**config.mk**
```make
export PLATFORM = sky130hd
export DESIGN_NAME = alu_sequencer
export DESIGN_NICKNAME = d
export VERILOG_FILES = /design/src/rtl/alu_pkg.sv /design/src/rtl/rr_arb2.sv /design/src/rtl/alu_sequencer.sv
export SDC_FILE = /design/constraint.sdc
export NUM_CORES = 1
export LEC_CHECK = 0
export ABC_AREA = 1
export BUFFER_PORTS_ARGS = -buffer_cell sky130_fd_sc_hd__buf_2
export CELL_PAD_IN_SITES_DETAIL_PLACEMENT = 2
export CELL_PAD_IN_SITES_GLOBAL_PLACEMENT = 2
export CORE_MARGIN = 4
export CORE_UTILIZATION = 26
export CTS_BUF_LIST = sky130_fd_sc_hd__clkbuf_4 sky130_fd_sc_hd__clkbuf_8
export CTS_CLUSTER_DIAMETER = 40
export CTS_CLUSTER_SIZE = 20
export DETAILED_ROUTE_END_ITERATION = 10
export GPL_TIMING_DRIVEN = 1
export PLACE_DENSITY = 0.77
export SLEW_MARGIN = 20
export SYNTH_ARGS = -nofsm -noshare
export SYNTH_HDL_FRONTEND = slang
export SYNTH_SLANG_ARGS = --single-unit
```
**constraint.sdc**
```tcl
create_clock -name clk -period 2.2 [get_ports clk]
set_input_delay 0.22 -clock clk [delete_from_list [all_inputs] [get_ports clk]]
set_output_delay 0.22 -clock clk [all_outputs]
set_load 0.01 [all_outputs]
```
**src/rtl/alu_pkg.sv**
```systemverilog
// Shared definitions for the ALU sequencer: opcodes, widths, FSM states.
package alu_pkg;

  localparam int ALU_W       = 19;
  localparam int ALU_NUM_OPS = 14;

  localparam logic [3:0] OP_ADD = 4'd0;
  localparam logic [3:0] OP_SUB = 4'd1;
  localparam logic [3:0] OP_MUL = 4'd2;
  localparam logic [3:0] OP_DIV = 4'd3;
  localparam logic [3:0] OP_AND = 4'd4;
  localparam logic [3:0] OP_OR  = 4'd5;
  localparam logic [3:0] OP_XOR = 4'd6;
  localparam logic [3:0] OP_NOT = 4'd7;
  localparam logic [3:0] OP_INC = 4'd8;
  localparam logic [3:0] OP_DEC = 4'd9;
  localparam logic [3:0] OP_FFT = 4'd10;
  localparam logic [3:0] OP_ENC = 4'd11;
  localparam logic [3:0] OP_DNC = 4'd12;
  localparam logic [3:0] OP_TNF = 4'd13;

  typedef enum logic [1:0] {
    S_IDLE = 2'd0,
    S_EXEC = 2'd1,
    S_RESP = 2'd2
  } state_t;

  // Opcode value equals its strobe bit index; out-of-range opcodes give all zeros.
  function automatic logic [ALU_NUM_OPS-1:0] op_onehot(input logic [3:0] op);
    logic [ALU_NUM_OPS-1:0] v;
    for (int i = 0; i < ALU_NUM_OPS; i++) begin
      v[i] = (op == 4'(i));
    end
    return v;
  endfunction

endpackage

```
**src/rtl/rr_arb2.sv**
```systemverilog
// Two-way round-robin arbiter: a lone request wins, a tie goes to the
// requester that was not granted last. Parent updates last_grant on accept.
module rr_arb2 (
  input  logic [1:0] req,
  input  logic       last_grant,
  input  logic       en,
  output logic [1:0] grant
);

  // One-hot grant, suppressed entirely when not enabled.
  always_comb begin
    grant = 2'b00;
    if (en) begin
      if (req == 2'b01) begin
        grant = 2'b01;
      end else if (req == 2'b10) begin
        grant = 2'b10;
      end else if (req == 2'b11) begin
        grant = last_grant ? 2'b01 : 2'b10;
      end
    end
  end

endmodule

```
**src/rtl/alu_sequencer.sv**
```systemverilog
// Shares one combinational ALU between two requesters: arbitrates, registers
// operands and strobes, waits an op-dependent number of cycles, then returns
// the captured result over a per-requester valid/ready response channel.
module alu_sequencer
  import alu_pkg::*;
#(
  parameter int W           = ALU_W,
  parameter int MULDIV_WAIT = 2,
  parameter int BASIC_WAIT  = 0
) (
  input  logic                   clk,
  input  logic                   rst_n,
  input  logic [1:0]             req_valid,
  output logic [1:0]             req_ready,
  input  logic [3:0]             req0_op,
  input  logic [3:0]             req1_op,
  input  logic [W-1:0]           req0_a,
  input  logic [W-1:0]           req1_a,
  input  logic [W-1:0]           req0_b,
  input  logic [W-1:0]           req1_b,
  output logic [1:0]             rsp_valid,
  input  logic [1:0]             rsp_ready,
  output logic [W-1:0]           rsp_data,
  output logic                   rsp_ovf,
  output logic                   rsp_err,
  output logic [W-1:0]           alu_ac,
  output logic [W-1:0]           alu_dr,
  output logic [ALU_NUM_OPS-1:0] alu_strobe,
  input  logic [W-1:0]           alu_result,
  input  logic                   alu_ovf,
  output logic                   busy
);

  localparam logic [3:0] MULDIV_CNT = 4'(MULDIV_WAIT);
  localparam logic [3:0] BASIC_CNT  = 4'(BASIC_WAIT);

  state_t                 state_q, state_d;
  logic [3:0]             op_q, op_d;
  logic [3:0]             cnt_q, cnt_d;
  logic                   id_q, id_d;
  logic                   last_grant_q, last_grant_d;
  logic [W-1:0]           ac_q, ac_d;
  logic [W-1:0]           dr_q, dr_d;
  logic [ALU_NUM_OPS-1:0] strobe_q, strobe_d;
  logic [W-1:0]           data_q, data_d;
  logic                   ovf_q, ovf_d;
  logic                   err_q, err_d;

  logic [1:0]   grant;
  logic         sel_id;
  logic [3:0]   sel_op;
  logic [W-1:0] sel_a;
  logic [W-1:0] sel_b;

  rr_arb2 u_arb (
    .req        (req_valid),
    .last_grant (last_grant_q),
    .en         (state_q == S_IDLE),
    .grant      (grant)
  );

  assign req_ready  = grant;
  assign sel_id     = grant[1];
  assign sel_op     = sel_id ? req1_op : req0_op;
  assign sel_a      = sel_id ? req1_a  : req0_a;
  assign sel_b      = sel_id ? req1_b  : req0_b;

  assign busy       = (state_q != S_IDLE);
  assign rsp_valid  = (state_q == S_RESP) ? (id_q ? 2'b10 : 2'b01) : 2'b00;
  assign rsp_data   = data_q;
  assign rsp_ovf    = ovf_q;
  assign rsp_err    = err_q;
  assign alu_ac     = ac_q;
  assign alu_dr     = dr_q;
  assign alu_strobe = strobe_q;

  // Next-state logic. EXEC spends its first cycle raising the strobe (operands
  // are already registered), then holds it for cnt+1 cycles before capture.
  always_comb begin
    state_d      = state_q;
    op_d         = op_q;
    cnt_d        = cnt_q;
    id_d         = id_q;
    last_grant_d = last_grant_q;
    ac_d         = ac_q;
    dr_d         = dr_q;
    strobe_d     = strobe_q;
    data_d       = data_q;
    ovf_d        = ovf_q;
    err_d        = err_q;

    unique case (state_q)
      S_IDLE: begin
        if (grant != 2'b00) begin
          op_d         = sel_op;
          ac_d         = sel_a;
          dr_d         = sel_b;
          id_d         = sel_id;
          last_grant_d = sel_id;
          if (sel_op <= OP_TNF) begin
            cnt_d   = (sel_op == OP_MUL || sel_op == OP_DIV) ? MULDIV_CNT : BASIC_CNT;
            state_d = S_EXEC;
          end else begin
            data_d  = '0;
            ovf_d   = 1'b0;
            err_d   = 1'b1;
            state_d = S_RESP;
          end
        end
      end
      S_EXEC: begin
        if (strobe_q == '0) begin
          strobe_d = op_onehot(op_q);
        end else if (cnt_q == 4'd0) begin
          data_d   = alu_result;
          ovf_d    = alu_ovf;
          err_d    = 1'b0;
          strobe_d = '0;
          state_d  = S_RESP;
        end else begin
          cnt_d = cnt_q - 4'd1;
        end
      end
      S_RESP: begin
        if (rsp_ready[id_q]) begin
          state_d = S_IDLE;
        end
      end
      default: state_d = S_IDLE;
    endcase
  end

  // State register; reset aborts any operation in flight.
  always_ff @(posedge clk or negedge rst_n) begin
    if (!rst_n) begin
      state_q      <= S_IDLE;
      op_q         <= '0;
      cnt_q        <= '0;
      id_q         <= 1'b0;
      last_grant_q <= 1'b1;
      ac_q         <= '0;
      dr_q         <= '0;
      strobe_q     <= '0;
      data_q       <= '0;
      ovf_q        <= 1'b0;
      err_q        <= 1'b0;
    end else begin
      state_q      <= state_d;
      op_q         <= op_d;
      cnt_q        <= cnt_d;
      id_q         <= id_d;
      last_grant_q <= last_grant_d;
      ac_q         <= ac_d;
      dr_q         <= dr_d;
      strobe_q     <= strobe_d;
      data_q       <= data_d;
      ovf_q        <= ovf_d;
      err_q        <= err_d;
    end
  end

endmodule

```
==> metrics.txt, run 1 <==
status=completed; WP depth=5; Final Non-Filler Cells=887; total global routing overflow=0; most frequent cells after synthesis=nand2_1 (126), dfrtp_1 (84), o21ai_0 (71); post-synthesis simple-gate area fraction=0.314; Adder-Cell Fraction of Synth Area=0.00608; Async SR Flop Fraction=1.00; final hold vios=0; Synth Area in XOR/XNOR=0.00426; Worst setup SP type=flop; CP max stage delay=0.47 ns; Final Setup Violations=0; largest net degree at the start of global routing=63; Synth top area share=0.511; Mapped Nets=601; routability cong.=0.788; Switching Share=0.460; RSZ-0062 raised after global routing=false; Critical Path RT=1.98 ns; drt drc=0; Core Region=15400 µm²; WL/cell=16.6 µm; Design Area, Final=5530 µm²; Min Hold Slack=0.0779 ns; Unique masters post-synth=29; logic gate share of total power=0.508; post-synthesis cell count=489; LEAKAGE=2.97 nW; Cell Int Power=4.62 mW; slowest cell on the critical path=dfrtp_1; sequential share of power=0.331; Syn Std Cell Area=4110 µm²; Clock power frac=0.161; f_max=0.504 GHz; hold path cells=3; worst-margin pin slew=0.602 ns; Yosys reg bits=85; Crit Path Max Fanout=19; dominant cell type by area after synthesis=dfrtp_1; placed cell areas=5260 µm²; critical path class=reg2out; GR Util All Layers=0.168; max-cap violations=0; vias per cell=4.57; ys flop type=dfrtp_1; chip height=134 µm; Worst Setup End Kind=output port; PnR worst setup slack=0.217 ns; ANT nets after route=0; largest cells by area after synthesis=dfrtp_1 (51%), nand2_1 (11%), o21ai_0 (8.6%); crit path DAT=1.76 ns; initial DRC count=76; 1st-pass router iterations=4; share of layout cells above drive strength 1=0.428; DR vias=4055; final period utilization=0.901; largest family of logic cells by synthesized area=simple AND/OR/NAND/NOR gates; Tmin final=1.98 ns; Final Skew=0.0124 ns; pwr/cell area=1550 nW/µm²; post-CTS setup buffers=0; CTS Buf Count=9; Rows=45; CP top delay family=buffers and inverters; Max-slew headroom=0.598; dpl cells=870; clock latency on the worst-skew pair=0.37 ns; maximum vdd drop=539 µV; Initial Util=0.268; vias in the first global route=4622; Die Area=17900 µm²; total power=8.55 mW; I/O pins=188; CTS Root Cell=clkbuf_8; Max Slew Vio Count=0; Area growth, synth to finish=34.5%; clock-pin slew on the worst setup and hold paths=0.10 ns; diode count=0; crit-path cells=nor2_4 -> nand3_4 -> inv_1 -> buf_4 -> buf_2; Switch Pwr=3.93 mW; most common cell in the netlist=nand2_1; detailed-route wire length=14.7 mm; R2R depth=7; pre-CTS WS=0.174 ns; DIE WIDTH=134 µm; register area share after synthesis=0.517; global-route wire length before repair=24.0 mm; post-synthesis compound-gate area fraction=0.107; Clock Sink Count=85; H-tree Lvls=3; CTS max path bufs=2; Yosys warning count=0; Post-synth EDFFs=0; initial antenna violation count=0; mux contribution to synthesized area=0; Hold Path Class=in2reg; Fill cells=1811; syn_area_per_cell=8.41 µm²; Setup TNS Final=0 ns; CTS tree=yes; Port Buffers=187; DP HPWL=11.4 mm; Bufs and invs on worst path=3; final core utilization=0.360; nets=783
==> placed cells by master, fill, tap and decap left out, types with 2 or more instances in the layout <==
cell type,instances
a21oi_1,3
buf_2,186
buf_4,10
bufinv_16,3
clkbuf_8,10
clkinvlp_4,2
dfrtp_1,84
ha_1,2
inv_1,15
inv_2,3
nand2_1,126
nand2_2,23
nand3_1,38
nand4_1,6
nor2_1,21
nor2_4,3
nor3_1,5
nor3_2,2
o21ai_0,71
o21ai_1,11
or2_2,39
xnor2_1,2
==> cell families (layout without fill, tap and decap cells) <==
| kind of cell | after synthesis | in the layout |
|---|---|---|
| compound gates | 86 | 86 |
| simple gates | 269 | 269 |
| fa+ha+maj | 2 | 2 |
| flops | 85 | 85 |
| xor+xnor | 2 | 2 |
| buf+inv | 45 | 232 |
==> tightest hold or removal path, cell delays in order <==
cell     delay [ns]
buf_2          0.08
nand3_1        0.06
nand2_1        0.06
==> power by group through the flow <==
| stage | clock network (mW) | registers (mW) | logic, mW |
|---|---|---|---|
| floorplan | 0 | 3.06 | 2.56 |
| finish | 1.38 | 2.83 | 4.34 |
| detailed placement | 0 | 2.85 | 4.45 |
| global route | 1.49 | 2.93 | 4.96 |
| global placement | 0 | 2.80 | 4.21 |
| CTS | 1.43 | 2.84 | 4.48 |
==> layer usage <==
layer | vias to the layer above | GRT usage | wire length [µm]
li1 | 1942 | - | -
met1 | 1958 | 0.200 | 6260
met2 | 134 | 0.287 | 7120
met3 | 21 | 0.0510 | 1060
met4 | 0 | 0.0600 | 298
met5 | - | 0 | 0
==> worst paths after layout <==
check                                  startpoint                       end  slack, ns
setup / recovery           state_q[1]$_DFFE_PN0P_              req_ready[1]       0.22
hold / removal                            alu_ovf       rsp_ovf$_DFFE_PN0P_       0.08
setup reg to reg             cnt_q[0]$_DFFE_PN0P_    state_q[0]$_DFFE_PN0P_       0.27
hold reg to reg             alu_ac[5]$_DFFE_PN0P_     alu_ac[5]$_DFFE_PN0P_       0.49
max in group asynchronous                   rst_n  last_grant_q$_DFFE_PN1P_       1.09
min in group asynchronous                   rst_n     alu_ac[0]$_DFFE_PN0P_       0.39
==> area by class of cell <==
cell class                      instances  area (µm²)  area share
Timing Repair Buffer                  198        1040       0.187
Tap cell                              211         264      0.0477
Inverter                               18        67.6      0.0122
Clock inverter                          6         110      0.0199
Multi-Input combinational cell        359        1790       0.323
Sequential cell                        85        2130       0.385
Clock buffer                           10         138      0.0249
==> timing repair <==
item                                   in CTS  in global routing
endpoints found under the hold margin      43                  0
gates resized for setup                     1                  1
cloned                                      0                  0
hold buffers                                1                  0
setup endpoints to repair                   1                  1
==> flip-flops by register name (all words and copies together), names as in the netlist <==
name / flops
rsp_data: 19
alu_dr: 19
alu_ac: 19
op_q: 4
state_q: 2
alu_strobe: 14
id_q: 1
rsp_ovf: 1
last_grant_q: 1
cnt_q: 4
rsp_err: 1
(Power assumes the default switching activity.)
==> run 2, diff against run 1 <==
--- a/config.mk
+++ b/config.mk
@@ -17,6 +17,7 @@
 export DETAILED_ROUTE_END_ITERATION = 10
 export GPL_TIMING_DRIVEN = 1
 export PLACE_DENSITY = 0.77
+export RECOVER_POWER = 100
 export SLEW_MARGIN = 20
 export SYNTH_ARGS = -nofsm -noshare
 export SYNTH_HDL_FRONTEND = slang
==> run 2 against run 1 <==
Effect of this change: clock power barely moved; routed wire length decreased by 0.21%; worst setup slack improved by 0.025 ns; cell count is the same; largest power group unchanged; non-clock buffer count is the same; via count increased by 0.27%; sequential power is essentially flat; first-iteration DRC count unchanged; highest routed layer unchanged; clock skew hardly changed; global-route usage stayed put; critical path type is now reg2reg; fmax up 1.3%.
==> metrics.txt, run 2 (same netlist as run 1, synthesis figures left out) <==
H-tree Lvls=3; Rows=45; DP HPWL=11.4 mm; crit path DAT=2.18 ns; Clock Sink Count=85; largest net degree at the start of global routing=63; WL/cell=16.6 µm; initial DRC count=76; I/O pins=188; max-cap violations=0; Max Slew Vio Count=0; worst-margin pin slew=1.16 ns; critical path class=reg2reg; Setup TNS Final=0 ns; Crit Path Max Fanout=21; Area growth, synth to finish=31.0%; drt drc=0; Worst setup SP type=flop; CTS max path bufs=2; LEAKAGE=2.70 nW; Worst Setup End Kind=flop; final core utilization=0.351; post-CTS setup buffers=0; Tmin final=1.96 ns; CTS Root Cell=clkbuf_8; clock-pin slew on the worst setup and hold paths=0.09 ns; status=completed; diode count=0; vias per cell=4.58; chip height=134 µm; Initial Util=0.268; clock latency on the worst-skew pair=0.37 ns; Hold Path Class=in2reg; RSZ-0062 raised after global routing=false; 1st-pass router iterations=4; CTS Buf Count=9; share of layout cells above drive strength 1=0.296; Die Area=17900 µm²; f_max=0.511 GHz; Final Skew=0.0125 ns; maximum vdd drop=499 µV; CTS tree=yes; R2R Setup Slk=0.24 ns; total global routing overflow=0; DR vias=4066; commonest non-fill, non-tap cell in the layout=nand2_1; pwr/cell area=1530 nW/µm²; routability cong.=0.788; final hold vios=0; ANT nets after route=0; most frequent cells in the layout=nand2_1 (137), buf_2 (109), dfrtp_1 (84); Port Buffers=187; nets=783; Final Setup Violations=0; global-route wire length before repair=24.0 mm; detailed-route wire length=14.7 mm; Max-slew headroom=0.226; DIE WIDTH=134 µm; Critical Path RT=2.42 ns; vias in the first global route=4622; initial antenna violation count=0; Core Region=15400 µm²; final period utilization=0.890; GR Util All Layers=0.168
==> run 2: cell types whose count changed in the layout (fill, tap and decap cells not counted), sizes merged <==
cell,previous run,this run
buf,197,118
clkbuf,10,89
==> run 2: layout make-up <==
type,count,area [µm²]
clock buffers,10,138
flip-flops and latches,85,2130
clock inverters,6,110
fillers,1845,9980
repair buffers,198,935
inverters,18,67.6
multi-input cells,359,1750
well taps,211,264
==> run 2: worst paths after layout <==
| kind | cells after the start | end | startpoint |
|---|---|---|---|
| max | 7 | alu_ac[13]$_DFFE_PN0P_ | last_grant_q$_DFFE_PN1P_ |
| min | 3 | rsp_ovf$_DFFE_PN0P_ | alu_ovf |
| max reg2reg | 7 | alu_ac[13]$_DFFE_PN0P_ | last_grant_q$_DFFE_PN1P_ |
| min reg2reg | 2 | alu_dr[3]$_DFFE_PN0P_ | alu_dr[3]$_DFFE_PN0P_ |
| max in group asynchronous | 3 | last_grant_q$_DFFE_PN1P_ | rst_n |
| min in group asynchronous | 2 | alu_ac[0]$_DFFE_PN0P_ | rst_n |
==> run 2: repair_timing <==
action                     4_1_cts  5_1_grt
hold endpoints to repair        43        0
setup endpoints to repair        1        1
hold buffers                     1        0
pin swaps                        0        0
resized for setup                1        1
==> run 2: critical path, stage by stage (launching register included) <==
cell and delay [ns]:
dfstp_2 0.53, nand2_1 0.17, nand3_4 0.22, inv_1 0.07, clkbuf_2 0.26, or2_2 0.34, o21ai_0 0.11, o21ai_0 0.11
==> run 2: metrics by stage <==
stage	hold WS (ns)	area (µm²)	worst slack, ns	total power, mW	cells
floorplan	-0.0756	4110	0.665	5.62	489
global placement	0.253	5260	0.276	7.01	870
detailed placement	0.256	5260	0.174	7.30	870
CTS	0.0523	5530	0.0122	8.75	887
global route	0.0689	5390	0.0296	9.10	887
finish	0.0770	5390	0.242	8.27	887
==> run 2: layer usage <==
metal	GRT usage	wire length, µm	share of wire	vias to the layer above
met5	0	0	0	-
met4	0.0600	300	0.020	0
met3	0.0510	1070	0.072	21
met2	0.287	7090	0.48	134
met1	0.200	6250	0.42	1968
li1	-	-	-	1943
==> run 2: power by group <==
| group | switching, mW | internal [mW] | leakage (nW) |
|---|---|---|---|
| clock network | 0.596 | 0.783 | 0.119 |
| logic | 2.76 | 1.30 | 1.52 |
| registers | 0.512 | 2.32 | 1.07 |
| total | 3.87 | 4.40 | 2.70 |
==> run 3, diff against run 2 <==
==> constraint.sdc (replaced) <==
create_clock -name clk -period 2.2 [get_ports clk]
set_input_delay 0.22 -clock clk [delete_from_list [all_inputs] [get_ports clk]]
set_output_delay 0.22 -clock clk [all_outputs]
set_load 0.02 [all_outputs]
==> run 3 against run 2 <==
Effect of this change: die area unchanged; via count hardly changed; global-route usage did not move; sequential power is essentially flat; clock skew about the same; cell count unchanged; first-iteration DRC count grew 16%; final area barely moved.
==> metrics.txt, run 3 (same netlist as run 1, synthesis figures left out) <==
Tmin final=1.99 ns; commonest non-fill, non-tap cell in the layout=nand2_1; vias per cell=4.58; 1st-pass router iterations=4; final hold vios=0; CTS tree=yes; CTS Root Cell=clkbuf_8; clock latency on the worst-skew pair=0.37 ns; clock-pin slew on the worst setup and hold paths=0.09 ns; DR vias=4062; Die Area=17900 µm²; I/O pins=188; Initial Util=0.268; Worst setup SP type=flop; Port Buffers=187; initial DRC count=88; placed cell areas=5260 µm²; routability cong.=0.788; Worst Setup End Kind=flop; Max Slew Vio Count=0; Final Setup Violations=0; global-route wire length before repair=24.0 mm; chip height=134 µm; total global routing overflow=0; CTS Buf Count=9; final period utilization=0.904; worst-margin pin slew=1.17 ns; Setup TNS Final=0 ns; nets=783; pwr/cell area=1630 nW/µm²; maximum vdd drop=501 µV; detailed-route wire length=14.7 mm; DP HPWL=11.4 mm; Rows=45; Clock Sink Count=85; vias in the first global route=4622; WL/cell=16.6 µm; Crit Path Max Fanout=20; Area growth, synth to finish=30.9%; crit path DAT=2.29 ns; H-tree Lvls=3; diode count=0; Design Area, Final=5380 µm²; Critical Path RT=2.50 ns; most frequent cells in the layout=nand2_1 (137), buf_2 (108), dfrtp_1 (84); dpl cells=870; initial antenna violation count=0; status=completed; RSZ-0062 raised after global routing=false; share of layout cells above drive strength 1=0.294; DIE WIDTH=134 µm; Core Region=15400 µm²; LEAKAGE=2.70 nW; drt drc=0; Final Skew=0.0126 ns; largest net degree at the start of global routing=63; critical path class=reg2reg; f_max=0.503 GHz; GR Util All Layers=0.168; CTS max path bufs=2; ANT nets after route=0; Hold Path Class=in2reg; final core utilization=0.350; Final Non-Filler Cells=887; Max-slew headroom=0.221; max-cap violations=0
[run 3: cell types whose count changed in the layout (fill, tap and decap cells not counted)]
cell      change
buf_2         -1
clkbuf_2      +1
nor3_1        +1
nor3_2        -1
[run 3: path summary, 6_finish.rpt]
| check | cells after the start | to | slack (ns) | startpoint |
|---|---|---|---|---|
| max | 8 | alu_strobe[6]$_DFFE_PN0P_ | 0.21 | state_q[1]$_DFFE_PN0P_ |
| min | 3 | rsp_ovf$_DFFE_PN0P_ | 0.08 | alu_ovf |
| max reg2reg | 8 | alu_strobe[6]$_DFFE_PN0P_ | 0.21 | state_q[1]$_DFFE_PN0P_ |
| min reg2reg | 2 | alu_ac[5]$_DFFE_PN0P_ | 0.49 | alu_ac[5]$_DFFE_PN0P_ |
| max in group asynchronous | 3 | last_grant_q$_DFFE_PN1P_ | 0.70 | rst_n |
| min in group asynchronous | 2 | alu_ac[0]$_DFFE_PN0P_ | 0.60 | rst_n |
[run 3: through the flow]
stage | setup slack, ns | total power, mW | hold WS (ns)
finish | 0.212 | 8.76 | 0.0767
global route | 0.0296 | 9.59 | 0.0689
CTS | 0.106 | 9.26 | 0.0523
detailed placement | 0.174 | 7.80 | 0.256
global placement | 0.276 | 7.50 | 0.253
floorplan | 0.663 | 6.11 | -0.0756
[run 3: where the power goes]
part | total, mW | switching (mW) | leakage, nW | internal [mW]
combinational | 4.55 | 3.26 | 1.52 | 1.30
sequential | 2.83 | 0.511 | 1.07 | 2.32
clock | 1.38 | 0.595 | 0.119 | 0.783
[run 3: critical path: stages (launching register included)]
cell	delay [ns]
dfrtp_1	0.45
nor2_2	0.37
nand2_1	0.09
nor2_1	0.12
nand2_1	0.09
buf_4	0.23
nor3_1	0.35
nand2_1	0.13
nand2_1	0.10
[run 3: layer usage]
metal  share of wire  GRT usage  vias up
li1                -          -     1942
met1            0.43      0.200     1965
met2            0.48      0.287      134
met3           0.072     0.0510       21
met4           0.020     0.0600        0
met5               0          0        -
[run 3: cell type report]
class	count	area (µm²)
flip-flops and latches	85	2130
clock buffers	10	138
well taps	211	264
repair buffers	198	935
multi-input cells	359	1740
fillers	1846	9990
inverters	18	67.6
clock inverters	6	110
[run 3: repair_timing]
action | 4_1_cts | 5_1_grt
endpoints found under the setup margin | 1 | 0
buffers inserted | 0 | 0
hold buffers | 1 | 0
gates resized for setup | 2 | 0
hold endpoints to repair | 43 | 0
